## config.mk

```make
export PLATFORM = sky130hd
export DESIGN_NAME = fu_seq_arbiter
export DESIGN_NICKNAME = d
export VERILOG_FILES = /design/src/rtl/fu_seq_pkg.sv /design/src/rtl/fu_seq_arbiter_rr_arb2.sv /design/src/rtl/fu_seq_arbiter.sv
export SDC_FILE = /design/constraint.sdc
export NUM_CORES = 1
export LEC_CHECK = 0
export BUFFER_PORTS_ARGS = -buffer_cell sky130_fd_sc_hd__buf_2
export CAP_MARGIN = 20
export CORE_MARGIN = 2
export CORE_UTILIZATION = 46
export CTS_BUF_LIST = sky130_fd_sc_hd__clkbuf_8 sky130_fd_sc_hd__clkbuf_16
export CTS_CLUSTER_DIAMETER = 50
export DETAILED_ROUTE_END_ITERATION = 8
export MAX_ROUTING_LAYER = met4
export PLACE_DENSITY = 0.8
export SETUP_SLACK_MARGIN = 0.02
export SYNTH_ARGS = -nofsm -noshare
export SYNTH_HDL_FRONTEND = slang
export SYNTH_SLANG_ARGS = --single-unit
```

## constraint.sdc

```tcl
create_clock -name clk -period 2.9 [get_ports clk]
set_input_delay 0.145 -clock clk [delete_from_list [all_inputs] [get_ports clk]]
set_output_delay 0.145 -clock clk [all_outputs]
set_load 0.005 [all_outputs]
```

## src/rtl/fu_seq_pkg.sv

```systemverilog
// fu_seq_pkg: shared types and constants for the functional-unit sequencer.
//   state_t        - sequencer FSM states
//   owner_t        - requester ID (0 = r0, 1 = r1)
//   IDLE_CTRL_DEF  - control code the unit never answers (parks the unit)
//   OP_*           - operation codes understood by the shift unit
package fu_seq_pkg;

  typedef enum logic [2:0] {
    ST_IDLE,
    ST_ISSUE,
    ST_WAIT,
    ST_RESP,
    ST_DRAIN
  } state_t;

  typedef logic owner_t;

  localparam logic [4:0] IDLE_CTRL_DEF = 5'h1F;

  localparam logic [4:0] OP_SHL = 5'd0;
  localparam logic [4:0] OP_SHR = 5'd1;
  localparam logic [4:0] OP_ROL = 5'd2;
  localparam logic [4:0] OP_SRA = 5'd3;

  // Round-robin rule: the requester that was not served last has priority.
  function automatic owner_t rr_pick(input logic [1:0] req, input owner_t last);
    owner_t pick;
    pick = 1'b0;
    if (req == 2'b11) pick = ~last;
    else if (req[1]) pick = 1'b1;
    return pick;
  endfunction

endpackage

```

## src/rtl/fu_seq_arbiter_rr_arb2.sv

```systemverilog
// rr_arb2: two-input round-robin arbiter.
//   clk, rst   - clock, synchronous active-high reset
//   req[1:0]   - request vector {r1, r0}
//   gnt_valid  - some request is present (combinational)
//   gnt_id     - winning requester (combinational)
//   upd        - handshake strobe; records upd_id as the last winner
//   upd_id     - requester that completed the handshake
// After reset 'last' points at requester 1 so requester 0 wins the first tie.
module rr_arb2
  import fu_seq_pkg::*;
(
  input  logic       clk,
  input  logic       rst,
  input  logic [1:0] req,
  output logic       gnt_valid,
  output logic       gnt_id,
  input  logic       upd,
  input  logic       upd_id
);

  owner_t last_q, last_d;

  always_comb begin
    gnt_valid = |req;
    gnt_id    = rr_pick(req, last_q);
    last_d    = upd ? upd_id : last_q;
  end

  always_ff @(posedge clk) begin
    if (rst) last_q <= 1'b1;
    else     last_q <= last_d;
  end

endmodule

```

## src/rtl/fu_seq_arbiter.sv

```systemverilog
// fu_seq_arbiter: sequences operations from two clients onto one shared
// registered functional unit (e.g. a shifter) with round-robin arbitration.
//   clk, rst                 - clock, synchronous active-high reset
//   rN_valid / rN_ready      - request handshake (ready only in IDLE)
//   rN_a, rN_b, rN_ctrl      - request operands, sampled at the handshake
//   rN_rsp_valid/data/err    - one-cycle response pulse, err = watchdog expiry
//   fu_a, fu_b, fu_ctrl      - registered unit inputs
//   fu_out_en, fu_out        - unit result and its qualifier
// Flow: IDLE -> ISSUE -> WAIT -> RESP -> DRAIN -> IDLE. The watchdog bounds
// both WAIT (no answer) and DRAIN (answer that never goes away).
module fu_seq_arbiter
  import fu_seq_pkg::*;
#(
  parameter int             DW        = 32,
  parameter int             SW        = 5,
  parameter int             CW        = 5,
  parameter int             TIMEOUT   = 16,
  parameter logic [CW-1:0]  IDLE_CTRL = CW'(IDLE_CTRL_DEF)
) (
  input  logic          clk,
  input  logic          rst,
  input  logic          r0_valid,
  output logic          r0_ready,
  input  logic [DW-1:0] r0_a,
  input  logic [SW-1:0] r0_b,
  input  logic [CW-1:0] r0_ctrl,
  output logic          r0_rsp_valid,
  output logic [DW-1:0] r0_rsp_data,
  output logic          r0_rsp_err,
  input  logic          r1_valid,
  output logic          r1_ready,
  input  logic [DW-1:0] r1_a,
  input  logic [SW-1:0] r1_b,
  input  logic [CW-1:0] r1_ctrl,
  output logic          r1_rsp_valid,
  output logic [DW-1:0] r1_rsp_data,
  output logic          r1_rsp_err,
  output logic [DW-1:0] fu_a,
  output logic [SW-1:0] fu_b,
  output logic [CW-1:0] fu_ctrl,
  input  logic          fu_out_en,
  input  logic [DW-1:0] fu_out
);

  localparam int              CNTW     = $clog2(TIMEOUT) + 1;
  localparam logic [CNTW-1:0] CNT_LAST = CNTW'(TIMEOUT - 1);
  localparam logic [CNTW-1:0] CNT_MAX  = '1;

  state_t                 state_q, state_d;
  logic                   owner_q, owner_d;
  logic [DW-1:0]          fu_a_q, fu_a_d;
  logic [SW-1:0]          fu_b_q, fu_b_d;
  logic [CW-1:0]          fu_ctrl_q, fu_ctrl_d;
  logic [CNTW-1:0]        cnt_q, cnt_d, cnt_inc;
  logic [1:0]             rsp_valid_q, rsp_valid_d;
  logic [1:0]             rsp_err_q, rsp_err_d;
  logic [1:0][DW-1:0]     rsp_data_q, rsp_data_d;

  logic [1:0]             req_valid;
  logic [1:0]             ready;
  logic                   gnt_valid, gnt_id, arb_upd;

  assign req_valid = {r1_valid, r0_valid};

  rr_arb2 u_arb (
    .clk       (clk),
    .rst       (rst),
    .req       (req_valid),
    .gnt_valid (gnt_valid),
    .gnt_id    (gnt_id),
    .upd       (arb_upd),
    .upd_id    (gnt_id)
  );

  // Watchdog counter saturates instead of wrapping.
  assign cnt_inc = (cnt_q == CNT_MAX) ? cnt_q : cnt_q + CNTW'(1);

  always_comb begin
    state_d     = state_q;
    owner_d     = owner_q;
    fu_a_d      = fu_a_q;
    fu_b_d      = fu_b_q;
    fu_ctrl_d   = fu_ctrl_q;
    cnt_d       = cnt_q;
    rsp_valid_d = '0;           // response is a single-cycle pulse
    rsp_err_d   = '0;
    rsp_data_d  = rsp_data_q;
    ready       = '0;
    arb_upd     = 1'b0;

    unique case (state_q)
      ST_IDLE: begin
        if (gnt_valid) begin
          ready[gnt_id] = 1'b1;
          arb_upd       = 1'b1;
          owner_d       = gnt_id;
          fu_a_d        = gnt_id ? r1_a    : r0_a;
          fu_b_d        = gnt_id ? r1_b    : r0_b;
          fu_ctrl_d     = gnt_id ? r1_ctrl : r0_ctrl;
          state_d       = ST_ISSUE;
        end
      end

      // The unit sees the new inputs this cycle; any out_en now is stale.
      ST_ISSUE: begin
        cnt_d   = '0;
        state_d = ST_WAIT;
      end

      ST_WAIT: begin
        if (fu_out_en) begin
          rsp_valid_d[owner_q] = 1'b1;
          rsp_data_d[owner_q]  = fu_out;
          fu_ctrl_d            = IDLE_CTRL;
          state_d              = ST_RESP;
        end else if (cnt_q == CNT_LAST) begin
          rsp_valid_d[owner_q] = 1'b1;
          rsp_err_d[owner_q]   = 1'b1;
          rsp_data_d[owner_q]  = '0;
          fu_ctrl_d            = IDLE_CTRL;
          state_d              = ST_RESP;
        end else begin
          cnt_d = cnt_inc;
        end
      end

      // Unit is parked on IDLE_CTRL already; restart the watchdog for DRAIN.
      ST_RESP: begin
        cnt_d   = '0;
        state_d = ST_DRAIN;
      end

      // Wait for the unit's result strobe to drop so a late answer from this
      // operation cannot be mistaken for the next one's.
      ST_DRAIN: begin
        if (!fu_out_en || cnt_q == CNT_LAST) state_d = ST_IDLE;
        else                                 cnt_d   = cnt_inc;
      end

      default: state_d = ST_IDLE;
    endcase
  end

  always_ff @(posedge clk) begin
    if (rst) begin
      state_q     <= ST_IDLE;
      owner_q     <= 1'b0;
      fu_a_q      <= '0;
      fu_b_q      <= '0;
      fu_ctrl_q   <= IDLE_CTRL;
      cnt_q       <= '0;
      rsp_valid_q <= '0;
      rsp_err_q   <= '0;
      rsp_data_q  <= '0;
    end else begin
      state_q     <= state_d;
      owner_q     <= owner_d;
      fu_a_q      <= fu_a_d;
      fu_b_q      <= fu_b_d;
      fu_ctrl_q   <= fu_ctrl_d;
      cnt_q       <= cnt_d;
      rsp_valid_q <= rsp_valid_d;
      rsp_err_q   <= rsp_err_d;
      rsp_data_q  <= rsp_data_d;
    end
  end

  assign r0_ready     = ready[0];
  assign r1_ready     = ready[1];
  assign r0_rsp_valid = rsp_valid_q[0];
  assign r1_rsp_valid = rsp_valid_q[1];
  assign r0_rsp_err   = rsp_err_q[0];
  assign r1_rsp_err   = rsp_err_q[1];
  assign r0_rsp_data  = rsp_data_q[0];
  assign r1_rsp_data  = rsp_data_q[1];
  assign fu_a         = fu_a_q;
  assign fu_b         = fu_b_q;
  assign fu_ctrl      = fu_ctrl_q;

endmodule

```

# --- Word level (Yosys, flattened, before mapping) ---
# Index checks and enable logic that the tools add are counted.
word_totals:
  regBits: 120
  out_inout_bits: 112
  word_cells: 84
op_classes:
  add_sub_neg: 1
  magnitude_cmp: 4
  eq_ne: 13
  mux: 34
  n_bitwise: 4
  reduce_logical: 17
op_table:
  columns: ["cell", "count"]
  rows:
  - ["2-to-1 mux 64 bit", 2]
  - ["bitwise AND 64 bit", 1]
  - ["bitwise mux 64 bit", 1]
  - ["2-to-1 mux 32 bit", 2]
  - ["inverter 64 bit", 1]
  - ["2-to-1 mux 5 bit", 9]
  - ["demux 32 bit (select 1 bit)", 1]
  - ["one-hot mux 3 bit (5 select lines)", 1]
  - ["one-hot mux 5 bit (3 select lines)", 1]
  - ["2-to-1 mux 3 bit", 4]
  - ["inequality test 2 bit, second input constant", 5]
  - ["one-hot mux 5 bit (2 select lines)", 1]
  - ["2-to-1 mux 2 bit", 4]
  - ["equality test 3 x 2 -> 1 bit, second input constant", 2]
  - ["2-to-1 mux 1 bit", 6]
  - ["AND reduction 3 bit", 2]
  - ["OR reduction 2 bit", 3]
  - ["adder 5 x 1 -> 5 bit, second input constant", 1]
  - ["equality test 5 x 4 -> 1 bit, second input constant", 1]
  - ["equality test 5 bit, second input constant", 1]
  - ["< comparator 1 x 2 -> 1 bit, second input constant", 2]
  - ["AND reduction 2 bit", 2]
  - ["AND reduction 4 bit", 1]
  - ["nonzero test 2 bit", 2]
  - ["other kinds (13)", 17]

# --- Logic depth before layout (Yosys ltp) ---
# Gate-level depths: netlist of run 1.
logic_depth:
  ltp_word: 8
  depth_mapped: 8
  depth_no_buf: 7

# --- By module ---
# A second synthesis of run 1 with hierarchy kept.
unflattened:
  cells_unflattened: 554
  area_unflattened_um2: 4943.5
modules_own_cells:
  columns: ["module", "n_inst", "cells_each", "area_per_inst_um2", "seq_area_each_um2"]
  rows:
  - ["fu_seq_arbiter", 1, 549, 4894.7, 2382.3]
  - ["rr_arb2", 1, 5, 48.8, 20.0]

# --- Least setup slack after synthesis of run 1 ---
# No wires, ideal clock.
synth_path:
  path_kind: "reg2reg"
  start: "register cnt_q[0]"
  end: "register cnt_q[0]"
  setup_ns: 0.121
  arrival_time_ns: 1.915
  required_time_ns: 2.779
  slack_ns: 0.865
  stages_incl_launch_ff: 8
  path_buffers: 0
  period_less_slack_ns: 2.035
  path_cell_list: "dfxtp_1 ha_1 and3_1 ha_1 nor4b_1 nor2_1 o32ai_2 mux2_2"
synth_between:
  elab_chain_cells: 5
synth_rtl:
  columns: ["element", "line_no", "rtl"]
  rows:
  - ["start: declaration", "fu_seq_arbiter.sv:54", "logic [CNTW-1:0] cnt_q, cnt_d, cnt_inc;"]
  - ["start signal: assignment", "fu_seq_arbiter.sv:161", "cnt_q <= cnt_d;"]
  - ["adder 5 x 1 -> 5 bit or equality test 5 bit (tied branches)", "fu_seq_arbiter.sv:76", "assign cnt_inc = (cnt_q == CNT_MAX) ? cnt_q : cnt_q + CNTW'(1);"]
  - ["2-to-1 mux 5 bit", "fu_seq_arbiter.sv:76", null]
  - ["2-to-1 mux 5 bit", "fu_seq_arbiter.sv:116", "end else if (cnt_q == CNT_LAST) begin"]
  - ["2-to-1 mux 5 bit", "fu_seq_arbiter.sv:111", "if (fu_out_en) begin"]
  - ["one-hot mux 5 bit (3 select lines)", "fu_seq_arbiter.sv:91", "unique case (state_q)"]
# Several ways; a longest one is shown, not always the timed one. The select of a mux whose other input is x is not followed.
# A chain may end at the register's enable or synchronous reset.

# --- Worst setup path after layout of run 1 ---
layout_path:
  start: "register state_q[1]"
  end: "register fu_a_q[14] (netlist: fu_a[14])"
layout_between:
  elab_chain_cells: 2
layout_rtl:
  columns: ["element", "line_no", "rtl"]
  rows:
  - ["start: declaration", "fu_seq_arbiter.sv:49", "state_t state_q, state_d;"]
  - ["start signal: assignment", "fu_seq_arbiter.sv:156", "state_q <= state_d;"]
  - ["zero test 3 bit", "fu_seq_arbiter.sv:91", null]
  - ["AND reduction 2 bit (no line)", null, null]
  - ["end signal: assignment", "fu_seq_arbiter.sv:158", "fu_a_q <= fu_a_d;"]
  - ["end: declaration", "fu_seq_arbiter.sv:51", "logic [DW-1:0] fu_a_q, fu_a_d;"]
# Every way passes these cells.

==> summary.txt, run 1 <==
Run status
  – Status: completed

Floorplanning
  – Die height: 106 µm
  – I/O pins: 233
  – Cell Rows: 37
  – Core ar.: 0.0102 mm²
  – Effective utilization at floorplan: 47.1%
  – Die Wd: 106 µm
  – DIE AREA: 0.0113 mm²

Yosys
  – Post-Syn Instances: 519
  – Syn Area/Cell: 9.29 µm²
  – Number of synthesized flops with an enable pin: 0
  – Async set-reset flop share out of synthesis: 0%
  – Yosys warning count: 0
  – Count of cell types in the netlist: 44
  – Post-Synth Adder-Cell Area: 0.778%
  – Mapped Area: 0.00482 mm²
  – Largest family of logic cells by synthesized area: compound AO/OA/AOI/OAI gates
  – Synth Net Count: 643
  – Post-synthesis mux area share: 5.58%
  – Seq/Total Area, Yosys: 49.8%
  – Synth Area in Simple Gates: 18.0%
  – Main synth FF type: dfxtp_1
  – Compound-cell area share of the yosys netlist: 20.3%
  – Post-Synth XOR/XNOR Area: 0.182%
  – FF+latch count, synth: 120

Clock tree
  – Clock buffer depth: 2
  – CTS Buf Count: 17
  – H-tree depth: 4
  – Cts-stage hold buffer count: 96
  – Reg clk slew, reported paths: 0.06 ns
  – Clk Tree Root Cell: clkbuf_8
  – Clk sink count: 120
  – TritonCTS clock tree: built
  – CTS resizes: 0
  – Worst skew pair latency: 0.51 ns
  – # Post-CTS Setup Buffers: 0

Final layout
  – Area of the multi-input gates: 0.00217 mm²
  – Syn-to-layout area delta: 55.8%
  – Core Util, Final: 73.5%
  – Final nets: 950
  – Fill count: 687
  – ANT cells: 0
  – Storage cell area: 0.00240 mm²
  – Ratio of cells with drive above 1 in the final layout: 36.1%
  – Final Cell Area: 0.00752 mm²

Setup path
  – Worst Path Required: 3.33 ns
  – Crit path max-delay family: simple AND/OR/NAND/NOR gates
  – CP Launch Type: register
  – Critical path buffer and inverter count: 1
  – Delay of the slowest critical-path stage: 0.76 ns
  – CP Class: reg2reg
  – Reg2Reg Depth: 5
  – CP max stage cell: and2b_1
  – Critical Path Fanout Max: 22
  – R2r setup slk: 0.22 ns
  – FF-to-FF End: fu_a[14]$_SDFFE_PP0P_
  – R2R Path Start: state_q[1]$_SDFFE_PP0P_
  – Setup crit end: fu_a[14]$_SDFFE_PP0P_
  – CP Depth: 5
  – Worst Path Arrival: 3.11 ns
  – CP Launch Point: state_q[1]$_SDFFE_PP0P_
  – Crit path cell chain: or3_4 -> and2b_1 -> a22oi_1 -> dlygate4sd3_1 -> a21oi_1
  – Crit path capture type: register

STA
  – Endpoints failing setup: 0
  – Final Hold Fails: 0
  – Slew margin rel.: 38.1%
  – Fin crit share: 92.5%
  – Worst slew pin tran: 0.928 ns
  – Skew final: 0.00993 ns
  – Sum of negative setup slack: 0 ns
  – Min cycle time layout: 2.68 ns
  – RSZ-0062 raised after global routing: false
  – Fmax achieved: 0.373 GHz
  – Final max-slew violation count: 0

Route
  – Detail Route Antenna Nets: 0
  – Number of DRC markers in iteration 0: 382
  – DR pass1 iterations: 6
  – Vias: 5316
  – Wire per inst: 17.3 µm
  – DRT Wirelength: 16.9 mm
  – Vias per inst: 5.45
  – DR DRC count: 0

GRT
  – Grt ovf: 0
  – First-pass GRT wire length: 26.4 mm
  – All-layer global routing usage: 30.2%
  – Largest net degree at the start of global routing: 45
  – Initial antenna violation count: 0
  – Vias in the first global route: 5496

Place
  – Dpl cell area: 0.00600 mm²
  – I/O Buffers: 232
  – Post-detail-place hpwl: 9.78 mm
  – Routability Congestion: 0.777

Power and ir drop
  – Leak Pwr: 3.31 nW
  – Max rail drop VDD: 0.390 mV
  – Power Dens Cells: 680 mW/mm²

Hold path
  – Hold crit path type: in2reg

Flow run
  – Max cap viols: 0
metal layers:
layer | share of wire [%] | GRT usage (%) | wire [µm]
met5 | 0 | - | 0
met4 | 2.6 | 13.3 | 437
met3 | 8.9 | 8.22 | 1500
met2 | 49 | 51.4 | 8360
met1 | 39 | 33.2 | 6610
cells by family (layout without fill, tap and decap cells):
| family | Yosys count | count (layout) |
|---|---|---|
| mux | 26 | 26 |
| fa+ha+maj | 3 | 3 |
| buf+inv | 52 | 372 |
| flops | 120 | 120 |
| xor+xnor | 1 | 1 |
| simple gates | 180 | 180 |
| compound gates | 137 | 137 |
per-stage QoR:
step	power [mW]	hold WS, ns	std cells	setup slack (ns)
final	5.11	0.0206	975	0.217
after global routing	5.35	0.0175	975	0.122
after CTS	5.10	0.00113	975	0.300
after detailed placement	2.95	0.425	847	0.674
after global placement	2.91	0.413	847	0.769
after floorplan	2.62	0.307	519	0.865
cells in the mapped netlist, types with 2 or more instances:
cell type  number  area (µm²)
and3_1          2        12.5
o22ai_1         5        31.3
a21oi_1        52         260
nand4_1        32         200
a211oi_1        7        52.6
inv_1           3        11.3
buf_2          13        65.1
buf_6           3        33.8
nand2_1        54         203
or2_2           2        12.5
nor3_1          2        10.0
ha_1            3        37.5
dfxtp_1       120        2400
nand2b_1        7        43.8
buf_4           7        52.6
mux2_2          7        78.8
clkbuf_1       25        93.8
a211oi_2       13         163
nor4b_1         2        17.5
a22oi_1        51         383
nor2_1         63         236
mux2i_1        19         190
nand3_1         4        20.0
nor2b_1         3        18.8
worst min-delay path by stage:
stage,startpoint,to,slack (ns),cells after the start
after floorplan,fu_out[0],r0_rsp_data[0]$_SDFFE_PP0P_,0.31,2
after global placement,fu_out[28],r0_rsp_data[28]$_SDFFE_PP0P_,0.41,3
after detailed placement,fu_out[11],r0_rsp_data[11]$_SDFFE_PP0P_,0.43,3
after CTS,r1_ctrl[2],fu_ctrl[2]$_SDFFE_PP1P_,0.001,4
after global routing,r1_a[0],fu_a[0]$_SDFFE_PP0P_,0.02,3
final,r1_ctrl[2],fu_ctrl[2]$_SDFFE_PP1P_,0.02,4
cells in the final DEF, fill, tap and decap left out, types with 3 or more instances in the layout:
cell,instances
clkinv_4,3
mux2_2,7
a22oi_1,51
nor2b_1,3
nor2_1,63
buf_2,231
a211oi_2,13
a21oi_1,52
a211oi_1,7
inv_1,3
nand3_1,4
dlygate4sd3_1,96
nand2b_1,7
ha_1,3
nand4_1,32
buf_4,9
mux2i_1,19
dfxtp_1,120
o22ai_1,5
inv_6,3
clkbuf_16,16
nand2_1,54
clkinvlp_4,4
sequential cells by signal, summed over array words and instances, names as in the netlist:
signal,flops
r0_rsp_data,32
r1_rsp_data,32
owner_q,1
state_q,3
rsp_err_q,2
rsp_valid_q,2
fu_ctrl,5
cnt_q,5
fu_b,5
fu_a,32
u_arb.last_q,1
power breakdown:
part | total (mW) | leakage [nW] | switching (mW) | internal (mW)
Combinational | 1.21 | 2.06 | 0.634 | 0.572
Sequential | 1.93 | 0.978 | 0.108 | 1.82
Clock | 1.98 | 0.265 | 0.823 | 1.15
tightest hold or removal path, delay by kind of cell:
| kind | cells | cell delay (ns) |
|---|---|---|
| multiplexers | 1 | 0.14 |
| buffers and inverters | 1 | 0.07 |
| AO/OA/AOI/OAI | 1 | 0.07 |
| AND/OR/NAND/NOR | 1 | 0.07 |
cell type report:
| type | count | share of cell area [%] |
|---|---|---|
| sequential | 120 | 32.0 |
| timing repair buffer | 337 | 29.3 |
| multi-input combinational | 347 | 28.8 |
| clock buffer | 17 | 5.51 |
| tap | 136 | 2.26 |
| clock inverter | 15 | 1.93 |
| inverter | 3 | 0.150 |
No activity file was read; power rests on OpenSTA's default activity.
==> inputs of run 2 (changes only) <==
Settings changed: CORE_UTILIZATION 46 to 50, PLACE_DENSITY 0.8 to 0.86, RECOVER_POWER set to 50.
Clock period 2.9 ns to 3.1 ns, I/O delays scaled along.
==> run 2 against run 1 <==
The run now ends with capacitance limit, slew limit left. Sequential share of layout area is 1.3 points higher. Wire length is 4.2% higher. Total power down 4.4%. Hold slack gained 0.00060 ns. Largest power group unchanged. Setup slack improved by 0.10 ns. Design area shrank 3.9%.
==> summary.txt, run 2 (synthesis gave the netlist of run 1 again) <==
Final layout
  – Fill count: 646 (was 687)
  – Final nets: 930 (was 950)
  – Syn-to-layout area delta: 49.8% (was 55.8%)
  – Most common cell after layout, fill and taps aside: buf_2 (unchanged)
  – Most frequent cells in the layout: buf_2 (152), dfxtp_1 (120), clkbuf_1 (78) (was buf_2 (231), dfxtp_1 (120), dlygate4sd3_1 (96))
  – ANT cells: 0 (unchanged)
  – Ratio of cells with drive above 1 in the final layout: 27.1% (was 36.1%)

Route
  – DRT Wirelength: 17.6 mm (was 16.9 mm)
  – Detail Route Antenna Nets: 0 (unchanged)
  – Wire per inst: 18.6 µm (was 17.3 µm)
  – Vias: 5387 (was 5316)
  – Vias per inst: 5.68 (was 5.45)
  – DR pass1 iterations: 5 (was 6)
  – Number of DRC markers in iteration 0: 258 (was 382)
  – DR DRC count: 0 (unchanged)

Place
  – I/O Buffers: 232 (unchanged)
  – Post-detail-place hpwl: 9.71 mm (was 9.78 mm)
  – Routability Congestion: 0.815 (was 0.777)

Clock tree
  – Clk Tree Root Cell: clkbuf_8 (unchanged)
  – TritonCTS clock tree: built (unchanged)
  – CTS Buf Count: 17 (unchanged)
  – Reg clk slew, reported paths: 0.06 ns (about the same)
  – # Post-CTS Setup Buffers: 0 (unchanged)
  – Clock buffer depth: 2 (unchanged)
  – CTS resizes: 0 (unchanged)
  – Cts-stage hold buffer count: 77 (was 96)
  – Clk sink count: 120 (unchanged)
  – H-tree depth: 4 (unchanged)
  – Worst skew pair latency: 0.51 ns (about the same)

STA
  – Worst slew pin tran: 1.50 ns (was 0.928 ns)
  – Skew final: 0.0178 ns (was 0.00993 ns)
  – Final Hold Fails: 0 (unchanged)
  – Sum of negative setup slack: 0 ns (unchanged)
  – Slew margin rel.: -0.326% (was 38.1%)
  – Fmax achieved: 0.360 GHz (was 0.373 GHz)
  – RSZ-0062 raised after global routing: false (unchanged)
  – Min Hold Slack: 0.0212 ns (was 0.0206 ns)
  – Final max-slew violation count: 27 (was 0)
  – Endpoints failing setup: 0 (unchanged)
  – Fin crit share: 89.7% (was 92.5%)
  – Min cycle time layout: 2.78 ns (was 2.68 ns)

GRT
  – Largest net degree at the start of global routing: 85 (was 45)
  – Grt ovf: 0 (unchanged)
  – First-pass GRT wire length: 26.8 mm (was 26.4 mm)
  – Initial antenna violation count: 0 (unchanged)
  – Vias in the first global route: 5393 (was 5496)
  – All-layer global routing usage: 34.1% (was 30.2%)

Run status
  – Failing checks: capacitance limit, slew limit
  – Status: finished with violations (was completed)

Power and ir drop
  – Leak Pwr: 2.93 nW (was 3.31 nW)
  – Power Dens Cells: 676 mW/mm² (was 680 mW/mm²)
  – Max rail drop VDD: 0.468 mV (was 0.390 mV)

Setup path
  – Reg2Reg Depth: 5 (unchanged)
  – Worst Path Arrival: 3.21 ns (was 3.11 ns)
  – Crit path capture type: register (unchanged)
  – CP Class: reg2reg (unchanged)
  – Crit path cell chain: or3_1 -> and2b_1 -> a22oi_1 -> dlygate4sd3_1 -> a21oi_1 (was or3_4 -> and2b_1 -> a22oi_1 -> dlygate4sd3_1 -> a21oi_1)
  – Delay of the slowest critical-path stage: 0.80 ns (was 0.76 ns)
  – Critical Path Fanout Max: 22 (unchanged)
  – Worst Path Required: 3.53 ns (was 3.33 ns)
  – CP Launch Type: register (unchanged)
  – Crit path max-delay family: simple AND/OR/NAND/NOR gates (unchanged)
  – CP max stage cell: and2b_1 (unchanged)
  – Critical path buffer and inverter count: 1 (unchanged)
  – CP Depth: 5 (unchanged)
  – R2r setup slk: 0.32 ns (was 0.22 ns)

Floorplanning
  – I/O pins: 233 (unchanged)
  – Core ar.: 0.00928 mm² (was 0.0102 mm²)
  – Effective utilization at floorplan: 52.0% (was 47.1%)
  – Die Wd: 102 µm (was 106 µm)
  – Cell Rows: 35 (was 37)
  – DIE AREA: 0.0104 mm² (was 0.0113 mm²)
  – Die height: 102 µm (was 106 µm)

Flow run
  – Max cap viols: 1 (was 0)

Hold path
  – Hold Path Cell Cnt: 3 (was 4)
  – Hold crit path type: in2reg (unchanged)
==> run 2: final timing paths <==
check | from | end
max | state_q[1]$_SDFFE_PP0P_ | fu_a[6]$_SDFFE_PP0P_
min | r0_a[30] | fu_a[30]$_SDFFE_PP0P_
max reg2reg | state_q[1]$_SDFFE_PP0P_ | fu_a[6]$_SDFFE_PP0P_
min reg2reg | r1_rsp_data[28]$_SDFFE_PP0P_ | r1_rsp_data[28]$_SDFFE_PP0P_
==> run 2: tightest hold or removal path: cells and delay by family <==
| family | cells | cell delay [ns] |
|---|---|---|
| buffers and inverters | 1 | 0.10 |
| AOI/OAI and AO/OA | 1 | 0.08 |
| muxes | 1 | 0.14 |
==> run 2: per-layer routing <==
layer | routed length [µm] | part of all wire [%] | up-vias | GRT usage (%)
li1 | - | - | 2442 | -
met1 | 6400 | 36 | 2532 | 37.4
met2 | 8950 | 51 | 341 | 57.5
met3 | 1580 | 9.0 | 72 | 10.2
met4 | 671 | 3.8 | 0 | 14.8
met5 | 0 | 0 | - | -
==> run 2: through the flow <==
step	utilization, %	setup slack, ns	power [mW]	cell area [µm²]	instances
2_1_floorplan	-	1.06	2.45	4820	519
3_3_place_gp	64.3	0.977	2.71	5970	839
3_5_place_dp	64.3	0.865	2.76	5970	839
4_1_cts	79.0	0.533	4.87	7340	948
5_1_grt	77.8	0.150	5.08	7230	948
6_report	77.8	0.320	4.89	7230	948
==> run 2: power breakdown <==
part / internal [mW] / switching [mW] / leakage, nW
sequential: 1.70 / 0.110 / 0.978
clock: 1.18 / 0.807 / 0.293
combinational: 0.481 / 0.603 / 1.66
==> run 2: final cells by class <==
| type | instances | area [µm²] | area share [%] |
|---|---|---|---|
| Inverter | 3 | 11.3 | 0.156 |
| Multi-Input combinational cell | 347 | 2160 | 29.9 |
| Clock buffer | 17 | 414 | 5.73 |
| Tap cell | 129 | 161 | 2.23 |
| Timing Repair Buffer | 317 | 1900 | 26.2 |
| Sequential cell | 120 | 2400 | 33.2 |
| Clock inverter | 15 | 184 | 2.55 |
